## config.mk

```make
export PLATFORM = sky130hd
export DESIGN_NAME = fifo_word_serializer
export DESIGN_NICKNAME = d
export VERILOG_FILES = /design/src/rtl/fifo_word_serializer.sv
export SDC_FILE = /design/constraint.sdc
export NUM_CORES = 1
export LEC_CHECK = 0
export CORE_MARGIN = 4
export CORE_UTILIZATION = 62
export CTS_CLUSTER_SIZE = 25
export DETAILED_ROUTE_END_ITERATION = 6
export DONT_BUFFER_PORTS = 1
export GPL_ROUTABILITY_DRIVEN = 0
export HOLD_SLACK_MARGIN = 0.05
export PLACE_DENSITY_LB_ADDON = 0.12
export SYNTH_ARGS = -nofsm -noshare
export SYNTH_HDL_FRONTEND = slang
export SYNTH_SLANG_ARGS = --single-unit
```

## constraint.sdc

```tcl
create_clock -name Clk -period 2.3 [get_ports Clk]
set_input_delay 0.23 -clock Clk [delete_from_list [all_inputs] [get_ports Clk]]
set_output_delay 0.23 -clock Clk [all_outputs]
set_load 0.01 [all_outputs]
```

## src/rtl/fifo_word_serializer.sv

```systemverilog
// fifo_word_serializer: pops words from the read side of a FIFO and streams
// each word out as FWIDTH/BWIDTH beats on a valid/ready link. The next word is
// popped on the same edge that the final beat of the current word is accepted,
// so back-to-back words produce a continuous beat stream.
module fifo_word_serializer #(
    parameter int FWIDTH    = 32,
    parameter int BWIDTH    = 8,
    parameter bit MSB_FIRST = 1'b1,
    parameter int CNTW      = 16
) (
    input  logic              Clk,
    input  logic              Rst,
    input  logic              En,
    input  logic              Flush,
    input  logic [FWIDTH-1:0] F_Data,
    input  logic              F_EmptyN,
    output logic              FOutN,
    output logic [BWIDTH-1:0] Out_Data,
    output logic              Out_Valid,
    input  logic              Out_Ready,
    output logic              Out_Last,
    output logic [CNTW-1:0]   Words_Out
);

    localparam int NB = FWIDTH / BWIDTH;
    localparam int CW = $clog2(NB);
    localparam logic [CW-1:0] CNT_LAST = CW'(NB - 1);

    typedef enum logic {IDLE, SHIFT} state_t;

    state_t                   state;
    logic [FWIDTH-1:0]        word_q;
    logic [CW-1:0]            cnt;
    logic [NB-1:0][BWIDTH-1:0] beats;
    logic [CW-1:0]            beat_idx;
    logic                     acc;
    logic                     lastacc;
    logic                     pop;

    // View the held word as an array of beats; beat i lives at bits [i*BWIDTH +: BWIDTH].
    assign beats = word_q;

    assign Out_Valid = (state == SHIFT);
    assign acc       = Out_Valid & Out_Ready;
    assign lastacc   = acc & (cnt == CNT_LAST);

    // Pop when idle, or when the last beat is leaving this cycle (no bubble).
    // Rst and Flush both suppress the strobe; F_EmptyN guards against underflow.
    assign pop   = ~Rst & ~Flush & En & F_EmptyN & ((state == IDLE) | lastacc);
    assign FOutN = ~pop;

    // NB is a power of two, so NB-1-cnt is just the bitwise inverse of cnt.
    assign beat_idx = MSB_FIRST ? ~cnt : cnt;
    assign Out_Data = beats[beat_idx];
    assign Out_Last = Out_Valid & (cnt == CNT_LAST);

    // State, word holding register, beat counter and transferred-word counter.
    always_ff @(posedge Clk) begin
        if (Rst) begin
            state     <= IDLE;
            word_q    <= '0;
            cnt       <= '0;
            Words_Out <= '0;
        end else if (Flush) begin
            // Abort the word in flight; a beat accepted this cycle is not counted.
            state <= IDLE;
            cnt   <= '0;
        end else begin
            if (pop) begin
                word_q <= F_Data;
                cnt    <= '0;
                state  <= SHIFT;
            end else if (lastacc) begin
                state <= IDLE;
            end else if (acc) begin
                cnt <= cnt + 1'b1;
            end
            if (lastacc) begin
                Words_Out <= Words_Out + CNTW'(1);
            end
        end
    end

endmodule
```

==> impl_metrics.toml, run 1 <==
[yosys]
syn-cell-area_mm2 = 0.00218
netlist_instances = 251
yosys-top-cells-area = "dfxtp_1 47%, nand2_1 13%, a21oi_1 8.7%"
synth-seq-cells = 51
synth_nets = 291
yosys.cell_types.count = 29
synth_top_area_cell = "dfxtp_1"
syn_avg_cell_area_um2 = 8.68
synth.top_cell.area_share = 0.468
yosysSeqAreaShare = 0.468
synth_warnings = 0

[detailed_routing]
drt_first_iter_violations = 124
postRouteAntennaNets = 0
drt_pass1_iterations = 4
drt-wirelength-per-cell_um = 15.1
vias = 1855
vias_per_cell = 5.60
drt_drc_violations_left = 0
wirelength_um = 4980

[run_status]
status = "completed"

[worst_setup_path]
start_kind = "flip-flop"
crit_fanout = 33
timing.rr.start = "cnt[1]$_SDFFE_PP0P_"
cp.arrival_ns = 2.40
critical_path_class = "flip-flop to flip-flop"
crit_required_ns = 2.57
startpoint = "cnt[1]$_SDFFE_PP0P_"
cp-end-kind = "flip-flop"

[final_layout]
syn_to_final_growth_pct = 22.2
seq_area_mm2 = 0.00102
nNetsFinal = 324
multi_input_area_mm2 = 0.00110
final_layout_size_suffix_gt1_frac = 0.0912
final_util = 0.792
diodes = 0
fill_cells = 220

[grt]
grt_antenna_before_repair = 0
grt_usage = 0.237
overflow = 0
grt_pass1_wl_um = 8150
grt_pass1_vias = 1745
grt_max_degree = 54

[sta]
finalSetupViolCount = 0
maxSlewHeadroom = 0.748
final_max_slew_viol_count = 0
tightest_slew_ns = 0.375
period_needed_ns = 2.13
fin_worst_skew_ns = 0.00899
rsz0062_at_grt = "false"
finalHoldViolCount = 0
post-route-period-util = 0.926
max_freq_mhz = 470
finalSetupTns_ns = 0
fin_ws_ns = 0.171

[power]
power_frac_seq = 0.644
p_leak_nw = 0.916
p_int_w = 0.00107
switching_power_w = 0.000326
sw_frac_of_total = 0.233
combPwrFrac = 0.077
finalPower_w = 0.00140
vdd_drop_max_mv = 0.454
clock_power_share = 0.278
p_per_area_mw_per_mm2 = 526

[floorplan]
die_area_mm2 = 0.00453
initial_core_util = 0.648
num_io_pins = 65
rows = 21
die_w_um = 67.3
core_mm2 = 0.00336
fp.dieH_um = 67.3

[placement]
place.detailed.hpwl_um = 2840
portBuffers = 0
dp_slack_ns = 0.477

[flow_run]
maxCapViolCount = 0

[clock_network]
numCtsBuffers = 5
clock-sinks = 51
tritoncts = "yes"
htreeDepth = 2
cts_buffer_depth = 2
path_clk_slew_ns = 0.14
insertion_delay_ns = 0.36
clock-root-buffer = "clkbuf_4"

[hold_path]
min-delay-start = "Rst"
hold_path.class = "input pin to flip-flop"
layout by cell type, fill, tap and decap left out, drive strengths merged:
cell / synthesis / layout
nand2: 75 / 75
dfxtp: 51 / 51
a21oi: 38 / 38
dlygate4sd3: 0 / 34
nor2: 10 / 10
mux4: 8 / 8
xnor2: 7 / 7
nor4: 7 / 7
clkbuf: 14 / 6
buf: 0 / 6
nand3: 5 / 5
o21ai: 5 / 5
or3: 5 / 5
or4: 3 / 3
xor2: 3 / 3
nand4: 3 / 3
inv: 3 / 3
and4: 2 / 2
nor3: 2 / 2
ha: 2 / 2
and2: 1 / 1
a21boi: 1 / 1
nand4b: 1 / 1
nand3b: 1 / 1
nor2b: 1 / 1
and4b: 1 / 1
o31ai: 1 / 1
mux2i: 1 / 1
clkinvlp: 0 / 1
clkinv: 0 / 1
metrics by stage:
stage                     cells  hold WS [ns]  area, um2
final                       331         0.172       2660
after global routing        331         0.165       2660
after CTS                   330         0.160       2640
after detailed placement    287         0.305       2230
after global placement      287         0.305       2230
after floorplan             251         0.309       2180
Yosys cell counts (all sizes together):
library cell and number:
or3 5, nor2b 1, xor2 3, a21boi 1, mux2i 1, o31ai 1
and4 2, nor4 7, a21oi 38, nand4b 1, and2 1, clkbuf 14
xnor2 7, nor2 10, o21ai 5, inv 3, nor3 2, and4b 1
mux4 8, or4 3, dfxtp 51, ha 2, nand2 75, nand3 5
nand3b 1, nand4 3
timing repair:
| action | in CTS | in global routing |
|---|---|---|
| buffers inserted | 0 | 1 |
| endpoints found under the setup margin | 0 | 2 |
| hold endpoints to repair | 51 | 0 |
| hold buffers | 35 | 0 |
| resized for setup | 0 | 6 |
per-layer routing:
layer  global-route usage  wire [um]
met3               0.0566        342
met4                0.116         93
met1                0.297       2210
met5                    0          0
met2                0.382       2340
cell type report:
type | count | area share
Inverter | 3 | 0.00611
Sequential cell | 51 | 0.383
Tap cell | 46 | 0.0216
Multi-Input combinational cell | 183 | 0.412
Clock buffer | 6 | 0.0155
Clock inverter | 2 | 0.00470
Timing Repair Buffer | 40 | 0.157
power groups by stage:
stage | sequential (W) | combinational (W) | clock [W]
global placement | 0.000921 | 0.0000399 | 0
finish | 0.000903 | 0.000108 | 0.000390
CTS | 0.000903 | 0.000103 | 0.000405
detailed placement | 0.000922 | 0.0000406 | 0
global route | 0.000905 | 0.000117 | 0.000442
floorplan | 0.000920 | 0.0000461 | 0
state kept, by name, indices dropped and copies added, names as in the netlist:
signal     flops
cnt            2
beats         32
Words_Out     16
Out_Valid      1
kinds of logic (layout without fill, tap and decap cells):
kind of cell,count (synthesis),in the layout,share of synthesized area
and+or+nand+nor,117,117,0.258
buffers and inverters,17,51,0.0293
AOI/OAI and AO/OA,45,45,0.106
muxes,9,9,0.0873
DFF,51,51,0.468
xor gates and xnor gates,10,10,0.0402
adders and majority gates,2,2,0.0115
critical path: stages (launching register included):
cell           delay (ns)
dfxtp_1              0.36
ha_2                 0.24
a21boi_1             0.12
nor4_4               0.34
buf_4                0.18
inv_6                0.09
nand2_1              0.09
a21oi_1              0.06
dlygate4sd3_1        0.55
path summary, 6_finish.rpt:
check | to | cells past startpoint | slack (ns)
hold / removal | beats[14]$_SDFFE_PP0P_ | 2 | 0.17
setup reg to reg | beats[26]$_SDFFE_PP0P_ | 8 | 0.17
hold reg to reg | beats[9]$_SDFFE_PP0P_ | 2 | 0.46
setup / recovery | beats[26]$_SDFFE_PP0P_ | 8 | 0.17
(Power assumes the default switching activity.)
==> inputs of run 2 (changes only) <==
--- a/config.mk
+++ b/config.mk
@@ -13,6 +13,7 @@
 export GPL_ROUTABILITY_DRIVEN = 0
 export HOLD_SLACK_MARGIN = 0.05
 export PLACE_DENSITY_LB_ADDON = 0.12
+export REMOVE_ABC_BUFFERS = 1
 export SYNTH_ARGS = -nofsm -noshare
 export SYNTH_HDL_FRONTEND = slang
 export SYNTH_SLANG_ARGS = --single-unit
==> run 2 against run 1 <==
Compared with the run above:
- register-to-register slack lost 0.10 ns
- utilization grew 0.63 points
- non-clock buffer count shrank 1
- clock-buffer cell count is the same
- first-iteration DRC count grew 8.1%
- via count grew 1.3%
- largest cell class unchanged
==> impl_metrics.toml, run 2 (same netlist as run 1, synthesis figures left out) <==
[run_status]
status = "completed"

[detailed_routing]
drt_first_iter_violations = 134
drt_pass1_iterations = 4
drt-wirelength-per-cell_um = 15.8
postRouteAntennaNets = 0
vias_per_cell = 5.69
vias = 1879
wirelength_um = 5210
drt_drc_violations_left = 0

[worst_setup_path]
timing.rr.start = "cnt[1]$_SDFFE_PP0P_"
critPathSlowestCell = "dlygate4sd3_1"
crit_fanout = 34
startpoint = "cnt[1]$_SDFFE_PP0P_"
crit_family = "buffers and inverters"
critical_path_class = "flip-flop to flip-flop"
worstPathCellList = "ha_2 > a21boi_1 > nor4_4 > buf_4 > buf_12 > nand2_1 > a21oi_1 > dlygate4sd3_1"
cp-endpoint = "beats[2]$_SDFFE_PP0P_"
rr_endpoint = "beats[2]$_SDFFE_PP0P_"
crit_required_ns = 2.62
rr_worst_depth = 8
start_kind = "flip-flop"
cp.arrival_ns = 2.56
crit_cells = 8
cp-end-kind = "flip-flop"
regToRegSetupSlack_ns = 0.07
max_stage_delay_ns = 0.55
cp.buffers_inverters = 3

[clock_network]
tritoncts = "yes"
clock-sinks = 51
numCtsBuffers = 5
insertion_delay_ns = 0.36
cts_buffer_depth = 2
clock-root-buffer = "clkbuf_4"
path_clk_slew_ns = 0.15
htreeDepth = 2

[sta]
maxSlewHeadroom = 0.770
post-route-period-util = 0.971
finalSetupTns_ns = 0
period_needed_ns = 2.23
final_max_slew_viol_count = 0
finalHoldViolCount = 0
fin_worst_skew_ns = 0.0112
max_freq_mhz = 448
finalSetupViolCount = 0
fin_hold_ws_ns = 0.101
tightest_slew_ns = 0.342

[final_layout]
final_cell_area_mm2 = 0.00269
nNetsFinal = 323
final_util = 0.798
final_layout_size_suffix_gt1_frac = 0.0915
diodes = 0
layout_common_cells = "75 x nand2_1, 51 x dfxtp_1, 38 x a21oi_1, 34 x dlygate4sd3_1, 10 x nor2_1"
final_cells = 330
largest_register_ffs = 32
syn_to_final_growth_pct = 23.2
final_common_cell = "nand2_1"

[placement]
place_area_mm2 = 0.00221
portBuffers = 0
place.detailed.hpwl_um = 2830
dp.cells = 286

[floorplan]
initial_core_util = 0.648
rows = 21
fp.dieH_um = 67.3
core_mm2 = 0.00336
die_w_um = 67.3
num_io_pins = 65
die_area_mm2 = 0.00453

[grt]
overflow = 0
grt_antenna_before_repair = 0
grt_pass1_wl_um = 7870
grt_pass1_vias = 1737
grt_max_degree = 54
grt_usage = 0.231

[power]
p_per_area_mw_per_mm2 = 580
vdd_drop_max_mv = 0.401
p_leak_nw = 0.925

[flow_run]
maxCapViolCount = 0

[hold_path]
hold_path.class = "input pin to flip-flop"
run 2: power breakdown:
part           internal, W  total (W)  switching (W)
Sequential        0.000896   0.000903     0.00000703
Clock             0.000263   0.000545       0.000282
Combinational    0.0000599   0.000109      0.0000494
Total              0.00122    0.00156       0.000339
run 2: routing by layer:
| layer | part of all wire | vias to the layer above | GRT usage |
|---|---|---|---|
| met5 | 0 | - | 0 |
| met4 | 0.0079 | 0 | 0.0835 |
| met3 | 0.087 | 4 | 0.0582 |
| met2 | 0.51 | 67 | 0.401 |
| met1 | 0.40 | 879 | 0.275 |
| li1 | - | 929 | - |
run 2: what timing repair did:
item,4_1_cts,5_1_grt
buffers inserted,0,1
hold buffers,35,0
endpoints found under the setup margin,0,1
hold endpoints to repair,51,0
resized for setup,0,7
run 2: final cells by class:
| type | instances | area, um2 |
|---|---|---|
| Sequential cell | 51 | 1020 |
| Timing Repair Buffer | 39 | 403 |
| Clock buffer | 6 | 51.3 |
| Tap cell | 46 | 57.6 |
| Inverter | 3 | 16.3 |
| Multi-Input combinational cell | 183 | 1100 |
| Fill cell | 213 | 678 |
| Clock inverter | 2 | 38.8 |
run 2: how the worst min path moves through the flow:
stage / from / to / slack, ns / depth (start not counted)
2_1_floorplan: Rst / Words_Out[11]$_SDFFE_PP0P_ / 0.30 / 1
3_3_place_gp: Rst / beats[4]$_SDFFE_PP0P_ / 0.30 / 1
3_5_place_dp: Rst / beats[4]$_SDFFE_PP0P_ / 0.31 / 1
4_1_cts: F_EmptyN / Out_Valid$_SDFFE_PP0P_ / 0.06 / 2
5_1_grt: F_EmptyN / Out_Valid$_SDFFE_PP0P_ / 0.12 / 2
6_report: F_EmptyN / Out_Valid$_SDFFE_PP0P_ / 0.10 / 2
run 2: through the flow:
stage               setup slack (ns)  power (W)
floorplan                     -0.487   0.000952
CTS                           0.0358    0.00156
finish                        0.0665    0.00156
global placement               0.508   0.000959
global route                 -0.0577    0.00161
detailed placement             0.462   0.000961
